$ cat config.mk
export PLATFORM = sky130hd
export DESIGN_NAME = serial_fs
export DESIGN_NICKNAME = d
export VERILOG_FILES = /design/src/rtl/serial_fs.sv
export SDC_FILE = /design/constraint.sdc
export NUM_CORES = 1
export LEC_CHECK = 0
export CORE_ASPECT_RATIO = 0.9
export CORE_UTILIZATION = 57
export CTS_BUF_LIST = sky130_fd_sc_hd__clkbuf_8
export CTS_CLUSTER_SIZE = 40
export DETAILED_ROUTE_END_ITERATION = 12
export PLACE_DENSITY = 0.95
export SYNTH_ARGS = -nofsm -noshare
export SYNTH_HDL_FRONTEND = slang
export SYNTH_SLANG_ARGS = --single-unit
$ cat constraint.sdc
create_clock -name clk -period 4.49 [get_ports clk]
set_input_delay 0.898 -clock clk [delete_from_list [all_inputs] [get_ports clk]]
set_output_delay 0.898 -clock clk [all_outputs]
set_load 0.05 [all_outputs]
$ cat src/rtl/serial_fs.sv
// serial_fs - bit-serial full subtractor.
//
// Computes diff = a - b - bin (modulo 2^WIDTH) one bit per clock, LSB first.
// One full-subtractor cell and one borrow flip-flop do the arithmetic.
// Operands are captured when start is accepted in IDLE. The parallel result
// and the final borrow are published together on the last RUN edge.
//
// Ports:
//   clk       rising-edge clock
//   rst       asynchronous, active-high reset
//   start     operation request, only sampled in IDLE
//   a, b      minuend / subtrahend, captured on the accepting edge
//   bin       borrow-in, captured on the accepting edge
//   busy      high while bits are being processed (RUN)
//   done      one-cycle pulse when diff/bout have just been updated
//   diff      parallel difference, held until the next completion
//   bout      final borrow-out, held alongside diff
//   bit_diff  serial difference bit for the current index (RUN only)
//   bit_valid high in RUN, qualifies bit_diff

module serial_fs #(
    parameter int WIDTH = 8,
    parameter int CW    = $clog2(WIDTH + 1)
) (
    input  logic             clk,
    input  logic             rst,
    input  logic             start,
    input  logic [WIDTH-1:0] a,
    input  logic [WIDTH-1:0] b,
    input  logic             bin,
    output logic             busy,
    output logic             done,
    output logic [WIDTH-1:0] diff,
    output logic             bout,
    output logic             bit_diff,
    output logic             bit_valid
);

    typedef enum logic [1:0] {
        IDLE = 2'd0,
        RUN  = 2'd1,
        DONE = 2'd2
    } state_t;

    localparam logic [CW-1:0] LAST_IDX = CW'(WIDTH - 1);

    state_t           state;
    state_t           state_next;
    logic [WIDTH-1:0] a_sh;
    logic [WIDTH-1:0] b_sh;
    logic [WIDTH-1:0] res;
    logic             br;
    logic [CW-1:0]    cnt;
    logic             d;
    logic             bnext;
    logic             last_bit;

    // Full-subtractor cell.
    // A borrow is generated when a=0,b=1. An incoming borrow propagates
    // when a==b.
    assign d        = a_sh[0] ^ b_sh[0] ^ br;
    assign bnext    = (~a_sh[0] & b_sh[0]) | (~(a_sh[0] ^ b_sh[0]) & br);
    assign last_bit = (cnt == LAST_IDX);

    // The flags decode the registered state directly. As a result they are
    // glitch-free and drop at the same moment the asynchronous reset hits.
    assign busy      = (state == RUN);
    assign done      = (state == DONE);
    assign bit_valid = (state == RUN);
    assign bit_diff  = (state == RUN) ? d : 1'b0;

    always_ff @(posedge clk or posedge rst) begin
        if (rst) begin
            state <= IDLE;
        end else begin
            state <= state_next;
        end
    end

    // DONE always lasts exactly one cycle.
    // Because of that, a start held high gives one op every WIDTH+2 cycles.
    always_comb begin
        state_next = state;
        unique case (state)
            IDLE: if (start) state_next = RUN;
            RUN:  if (last_bit) state_next = DONE;
            DONE: state_next = IDLE;
            default: state_next = IDLE;
        endcase
    end

    // diff/bout are loaded only on the final RUN edge, taking the last cell
    // output directly. Partial results therefore never appear on them.
    always_ff @(posedge clk or posedge rst) begin
        if (rst) begin
            a_sh <= '0;
            b_sh <= '0;
            res  <= '0;
            br   <= 1'b0;
            cnt  <= '0;
            diff <= '0;
            bout <= 1'b0;
        end else begin
            unique case (state)
                IDLE: begin
                    if (start) begin
                        a_sh <= a;
                        b_sh <= b;
                        br   <= bin;
                        cnt  <= '0;
                    end
                end
                RUN: begin
                    a_sh <= {1'b0, a_sh[WIDTH-1:1]};
                    b_sh <= {1'b0, b_sh[WIDTH-1:1]};
                    res  <= {d, res[WIDTH-1:1]};
                    br   <= bnext;
                    cnt  <= cnt + 1'b1;
                    if (last_bit) begin
                        diff <= {d, res[WIDTH-1:1]};
                        bout <= bnext;
                    end
                end
                default: begin
                end
            endcase
        end
    end

endmodule

# ---- Yosys cells after proc, flatten, opt, wreduce, memory -nomap -nowiden
# Cells that the tools add are included.
dict set report op_classes {
  add_sub_neg 1
  bitwise 7
  muxes 12
  n_reduce_logical 5
  n_eq_ne 5
}
# operator count
set ops {}
lappend ops {{$pmux 8 s2} 2}
lappend ops {{$mux 8} 2}
lappend ops {{$pmux 4 s2} 1}
lappend ops {{$reduce_and 2->1} 3}
lappend ops {{$add 4x1->4 const B} 1}
lappend ops {{$eq 4x3->1 const B} 1}
lappend ops {{$mux 2} 2}
lappend ops {{$mux 4} 1}
lappend ops {{$pmux 2 s2} 1}
lappend ops {{$and 1x1->1} 2}
lappend ops {{$eq 2x1->1 const B} 1}
lappend ops {{$eq 2x2->1 const B} 1}
lappend ops {{$logic_not 2->1} 1}
lappend ops {{$mux 1} 2}
lappend ops {{$ne 2x1->1 const B} 1}
lappend ops {{$ne 2x2->1 const B} 1}
lappend ops {{$not 1->1} 2}
lappend ops {{$pmux 1 s2} 1}
lappend ops {{$reduce_bool 2->1} 1}
lappend ops {{$xor 1x1->1} 2}
lappend ops {{$or 1x1->1} 1}
dict set report word_totals {
  register_bits 40
}

# ---- Logic depth before layout (Yosys ltp)
# Gate-level depths: netlist (run 1).
dict set report depth {
  ltp_word 5
  depth_mapped 5
}

# ---- Least setup slack after synthesis (run 1)
# OpenSTA, ideal clock, no wires.
dict set report synth_path {
  path_type {reg2out}
  from {register state[0]}
  to {output bit_diff}
  path_buffers 1
  path_stages_with_launch 5
  required_time_ps 3592
  arrival_ps 1618
  setup_slack_ps 1974
  path_cell_list {dfrtp_1 nand2b_2 buf_4 clkinv_1 and2_1}
}
dict set report synth_between {
  elab_chain_len 2
}
# item line_no
set synth_rtl {}
lappend synth_rtl {{start: declaration} 47} ;# state_t state;
lappend synth_rtl {{start signal: assignment} 76} ;# state <= state_next;
lappend synth_rtl {{$eq 2x1->1} -}
lappend synth_rtl {{named net bit_valid} 36} ;# output logic bit_valid
lappend synth_rtl {{$mux 1} 70} ;# assign bit_diff = (state == RUN) ? d : 1'b0;
lappend synth_rtl {{end: declaration} 35} ;# output logic bit_diff,
# The timed path passes the listed nets, and every way through them passes these cells.

# ---- Worst setup path after layout (run 1)
dict set report layout_path {
  from {register state[1]}
  to {output bit_diff}
}
dict set report layout_between {
  elab_chain_len 2
}
# item line_no
set layout_rtl {}
lappend layout_rtl {{$eq 2x1->1} 70}
lappend layout_rtl {{$mux 1} 70}
# Every way passes these cells.

==> results_dict.tcl, run 1 <==
set metrics [dict create \
    cap_violations 0 \
    fin_nets 215 \
    wl_mm 3.37 \
    crit_fanout 20 \
    fmax_mhz 284 \
    path_clk_slew_ns 0.07 \
    cts_hold_buf 0 \
    synth_nets 183 \
    power_leakage_nw 0.986 \
    dr.pass1.iters 4 \
    grt_pass1_wl_mm 5.50 \
    yosysSeqAreaShare_pct 57.1 \
    clkLatencyLatePin_ns 0.30 \
    numCtsBuffers 5 \
    r2r_cells 3 \
    yosysWarnings 0 \
    vias 1294 \
    synth_top_family_by_area "simple AND/OR/NAND/NOR gates" \
    worst_ep_required_time_ns 3.59 \
    cts_tree "done" \
    finalSetupViolCount 0 \
    maxSlewHeadroom_pct 64.2 \
    hold_depth 2 \
    max_slew.worst_pin.slew_ns 0.536 \
    ioPinCount 33 \
    syn_area_sq_um 1710 \
    syn_inst 161 \
    post-dp-hpwl_mm 2.38 \
    slew_violations 0 \
    ctsHtreeMaxLevel 2 \
    fin_crit_sh_pct 78.4 \
    p_per_area_nw_per_um2 772 \
    finalHoldViolCount 0 \
    synth-xor-area-share_pct 0 \
    rsz0062_at_grt "no" \
    clock_path_buffers 2 \
    peakVddDrop_mv 0.370 \
    synthDistinctLibCells 27 \
    layout_setup_ws_ns 0.971 \
    synthSimpleGateAreaFrac_pct 17.0 \
    cts_resized 0 \
    drt_iter0_drc 59 \
    grtUsageTotal_pct 24.5 \
    status "finished, final reports clean" \
    initial_core_util_pct 61.2 \
    place_congestion 0.758 \
    synth-seq-cells 39 \
    area_growth_syn_to_layout_pct 25.1 \
    wl_per_cell_um 14.4 \
    drive_gt1_share_pct 10.3 \
    numPortBuffers 32 \
    coreArea_sq_um 2790 \
    avgViaCountPerCell 5.53 \
    dieArea_sq_um 3220 \
    pre_cts_ws_ns 1.32 \
    antenna_found_initial 0 \
    antenna_cells 0 \
    async_flop_share_pct 100 \
    drc_errors 0 \
    grt_overflow 0 \
    synth_top_flop_cell "dfrtp_1" \
    postRouteAntennaNets 0 \
    die_w_um 59.7 \
    synth_fa_ha_area_share_pct 1.90 \
    die_y_um 53.9 \
    root_buffer "clkbuf_8" \
    cp-start-kind "flop" \
    row_count 18 \
    avgSynthCellArea_sq_um 10.6 \
    worstHoldPathType "reg2reg" \
    synth-edff-count 0 \
    fillers 204 \
    worstPathArrival_ns 2.62 \
    worstSetupPathType "reg2out" \
    grt_pass1_vias 1292 \
    cts_setup_buffers 0 \
    skew_ns 0.00673 \
    grt_max_degree 40 \
    clock_sinks 39 \
    fin_crit_ns 3.52 \
    setup_tns_ns 0 \
    synth-compound-area-share_pct 13.6 \
    cp-end-kind "output port" \
    synthMuxAreaShare_pct 6.45 \
]
==> worst paths after layout <==
check | from | to | slack (ns)
worst max register to register | state[1] | diff[1] | 2.54
worst min-delay path | b_sh[6] | b_sh[6] | 0.49
worst min register to register | b_sh[6] | b_sh[6] | 0.49
worst max-delay path | state[1] | bit_diff | 0.97
max in group asynchronous | rst | diff[1] | 3.10
min in group asynchronous | rst | diff[3] | 1.06
==> through the flow <==
step	hold slack (ns)	power (mW)	cell area (sq um)	utilization (%)	cells
4_1_cts	0.491	1.66	2140	76.5	234
5_1_grt	0.506	1.75	2140	76.5	234
2_1_floorplan	0.440	1.19	1710	-	161
6_report	0.488	1.65	2140	76.5	234
3_5_place_dp	0.473	1.43	2050	73.5	226
3_3_place_gp	0.466	1.38	2050	73.5	226
==> layout by cell type (no fill, tap or decap) <==
master           count
clkinv_2             1
o21ai_0             16
clkbuf_8             5
nand2b_1             1
nand2b_2             1
ha_1                 1
o21bai_1             1
a21o_1               1
fa_1                 1
nor3_4               1
a22o_1               4
nand3_1              2
a22oi_1              5
clkinv_1             1
o311ai_0             1
buf_4                3
clkdlybuf4s50_1     32
inv_1                5
nor2b_1              4
mux2i_1              2
nor2_1               1
and2_1               1
and3b_1              9
clkinvlp_4           1
nand2_1             36
mux2_2               8
dfrtp_1             39
a21oi_1             11
==> synth_stat cells, types with 2 or more instances <==
cell,number,share of area (%)
mux2_2,8,5.3
a21oi_1,11,3.2
clkbuf_1,4,0.88
nand2_1,36,7.9
buf_2,3,0.88
inv_1,4,0.88
nand3_1,2,0.59
dfrtp_1,39,57
buf_4,2,0.88
a22oi_1,5,2.2
mux2i_1,2,1.2
o21ai_0,16,4.7
nor2b_1,4,1.5
a22o_1,4,2.1
and3b_1,9,4.6
==> power breakdown <==
group	switching (mW)	internal (mW)	total [mW]	leakage (nW)
logic	0.504	0.308	0.812	0.442
clock network	0.118	0.106	0.224	0.0453
registers	0.108	0.505	0.613	0.498
==> state kept, by name, indices dropped and copies added (netlist names) <==
name / count
res: 7
a_sh: 8
state: 2
b_sh: 8
bout: 1
cnt: 4
diff: 8
br: 1
==> area by class of cell <==
cell class                      instances  area [sq um]  share of cell area [%]
Inverter                                5          18.8                   0.878
Timing Repair Buffer                   35           343                    16.0
Clock inverter                          3          16.3                   0.761
Multi-Input combinational cell        107           664                    31.1
Tap cell                               40          50.0                    2.34
Clock buffer                            5          68.8                    3.22
Sequential cell                        39           976                    45.7
==> layer usage <==
layer	vias up	part of all wire (%)	global-route usage, %
li1	615	-	-
met1	622	39	25.6
met2	48	53	41.9
met3	9	6.0	9.86
met4	0	2.3	14.3
met5	-	0	0
==> worst max-delay path, cell delays in order, from the launching register on <==
cell             delay [ns]
dfrtp_1                0.64
nand2b_2               0.35
clkinv_1               0.31
and2_1                 0.29
clkdlybuf4s50_1        0.73
==> cells by family after synthesis <==
family	count (synthesis)
compound gates	39
fa+ha+maj	2
buf+inv	15
flops	39
mux	10
simple gates	56
(Power assumes the default switching activity.)
==> inputs of run 2 (changes only) <==
- CORE_UTILIZATION: 57 -> 48
- PLACE_DENSITY: 0.95 -> 0.87
- clock period: 4.49 -> 3 ns (I/O delays scaled with it)
==> run 2 against run 1 <==
Net effect:
- utilization decreased by 12 points
- hold slack worse by 0.0015 ns
- cell count rose by 2.1%
- die area up 18%
- global-route usage shrank 3.9 points
- sequential share of layout area shrank 0.76 points
- setup slack worse by 0.63 ns
- flip-flop and latch count stayed put
- critical path type unchanged
- clock skew increased by 0.0021 ns
==> results_dict.tcl, run 2 (synthesized netlist as in run 1, its figures left out) <==
set metrics [dict create \
    wl_per_cell_um 14.1 \
    vias 1285 \
    fmax_mhz 376 \
    skew_ns 0.00879 \
    ioPinCount 33 \
    r2r_cells 3 \
    worstHoldPathType "reg2reg" \
    post-dp-hpwl_mm 2.33 \
    finalSetupViolCount 0 \
    use_met3_pct 7.75 \
    clock_sinks 39 \
    fin_crit_ns 2.66 \
    layout_setup_ws_ns 0.337 \
    stdcell_area_sq_um 2170 \
    clkLatencyLatePin_ns 0.30 \
    grt_pass1_wl_mm 5.69 \
    reg.largest.list "a_sh: 8 flops, b_sh: 8 flops, diff: 8 flops" \
    peakVddDrop_mv 0.500 \
    numCtsBuffers 5 \
    grt_pass1_vias 1253 \
    avgViaCountPerCell 5.38 \
    numPortBuffers 32 \
    grtUsageTotal_pct 20.6 \
    root_buffer "clkbuf_8" \
    finalHoldViolCount 0 \
    path_clk_slew_ns 0.08 \
    fillers 280 \
    cts_resized 0 \
    power_leakage_nw 1.00 \
    cts_setup_buffers 0 \
    grt_max_degree 40 \
    clock_path_buffers 2 \
    coreArea_sq_um 3380 \
    layout_commonest_cell "dfrtp_1" \
    dieArea_sq_um 3800 \
    cp-end-kind "output port" \
    reg2reg_slack_ns 1.03 \
    antenna_found_initial 0 \
    worst_ep_required_time_ns 2.40 \
    row_count 20 \
    drive_gt1_share_pct 12.8 \
    dr.pass1.iters 5 \
    die_w_um 64.9 \
    holdWs_ns 0.487 \
    rsz0062_at_grt "no" \
    fin_crit_sh_pct 88.8 \
    cts_tree "done" \
    final_cell_mix "39 x dfrtp_1, 36 x nand2_1, 29 x clkdlybuf4s50_1, 16 x o21ai_0, 11 x a21oi_1" \
    place_congestion 0.786 \
    drt_iter0_drc 53 \
    p_per_area_nw_per_um2 1190 \
    worstSetupPathType "reg2out" \
    maxSlewHeadroom_pct 65.1 \
    die_y_um 58.6 \
    area_growth_syn_to_layout_pct 27.3 \
    pre_cts_ws_ns 0.692 \
    dp_cells 231 \
    antenna_cells 0 \
    initial_core_util_pct 50.6 \
    place_area_sq_um 2070 \
    worstPathArrival_ns 2.06 \
    ctsHtreeMaxLevel 2 \
    gr-max-usage-layer "met2" \
    drc_errors 0 \
    use_met1_pct 25.8 \
    grt_overflow 0 \
    status "finished, final reports clean" \
    max_slew.worst_pin.slew_ns 0.521 \
    fin_nets 216 \
    final_cells 239 \
    wl_mm 3.36 \
    crit_fanout 20 \
    gr-usage-met2_pct 31.8 \
    setup_tns_ns 0 \
    slew_violations 0 \
    hold_depth 2 \
    cap_violations 0 \
    postRouteAntennaNets 0 \
    cts_hold_buf 0 \
    cp-start-kind "flop" \
]
==> run 2: changes by cell type in the layout (fill, tap and decap cells not counted), sizes merged <==
cell / before / now
buf: 3 / 7
clkdlybuf4s50: 32 / 29
clkbuf: 5 / 7
clkinv: 2 / 1
inv: 5 / 4
==> run 2: critical path, stage by stage (launching register included) <==
cell and delay, ns:
dfrtp_1 0.66, nand2b_2 0.36, clkinv_1 0.28, and2_1 0.30
buf_12 0.17
==> run 2: report_power, final <==
part / total (mW) / internal, mW / switching, mW
Sequential: 0.923 / 0.755 / 0.168
Combinational: 1.26 / 0.504 / 0.759
Clock: 0.392 / 0.209 / 0.183
Total: 2.58 / 1.47 / 1.11
==> run 2: path summary, 6_finish.rpt <==
path | startpoint | endpoint
worst max-delay path | state[1] | bit_diff
worst min-delay path | a_sh[2] | a_sh[2]
worst max register to register | state[1] | diff[3]
worst min register to register | a_sh[2] | a_sh[2]
max in group asynchronous | rst | b_sh[5]
min in group asynchronous | rst | diff[0]
==> run 2: final cells by class <==
type / instances / area (sq um) / share of cell area (%)
flip-flops and latches: 39 / 976 / 44.9
multi-input cells: 107 / 664 / 30.6
repair buffers: 36 / 355 / 16.4
clock buffers: 7 / 96.3 / 4.43
well taps: 44 / 55.1 / 2.53
inverters: 5 / 18.8 / 0.864
clock inverters: 1 / 7.51 / 0.345
==> run 2: metrics by stage <==
step,util (%),power [mW]
final,64.3,2.58
after global routing,64.3,2.74
after CTS,64.3,2.60
after detailed placement,61.3,2.20
after global placement,61.3,2.13
after floorplan,-,1.79
==> run 2: layer usage <==
metal	up-vias	share of wire, %
met4	0	2.3
met5	-	0
met1	630	45
met2	31	48
met3	11	4.8
li1	613	-
==> inputs of run 3 (changes only) <==
- GPL_ROUTABILITY_DRIVEN: not set -> 1
==> results of run 3 <==
Final layout, timing and power as in run 2 (identical DEF).
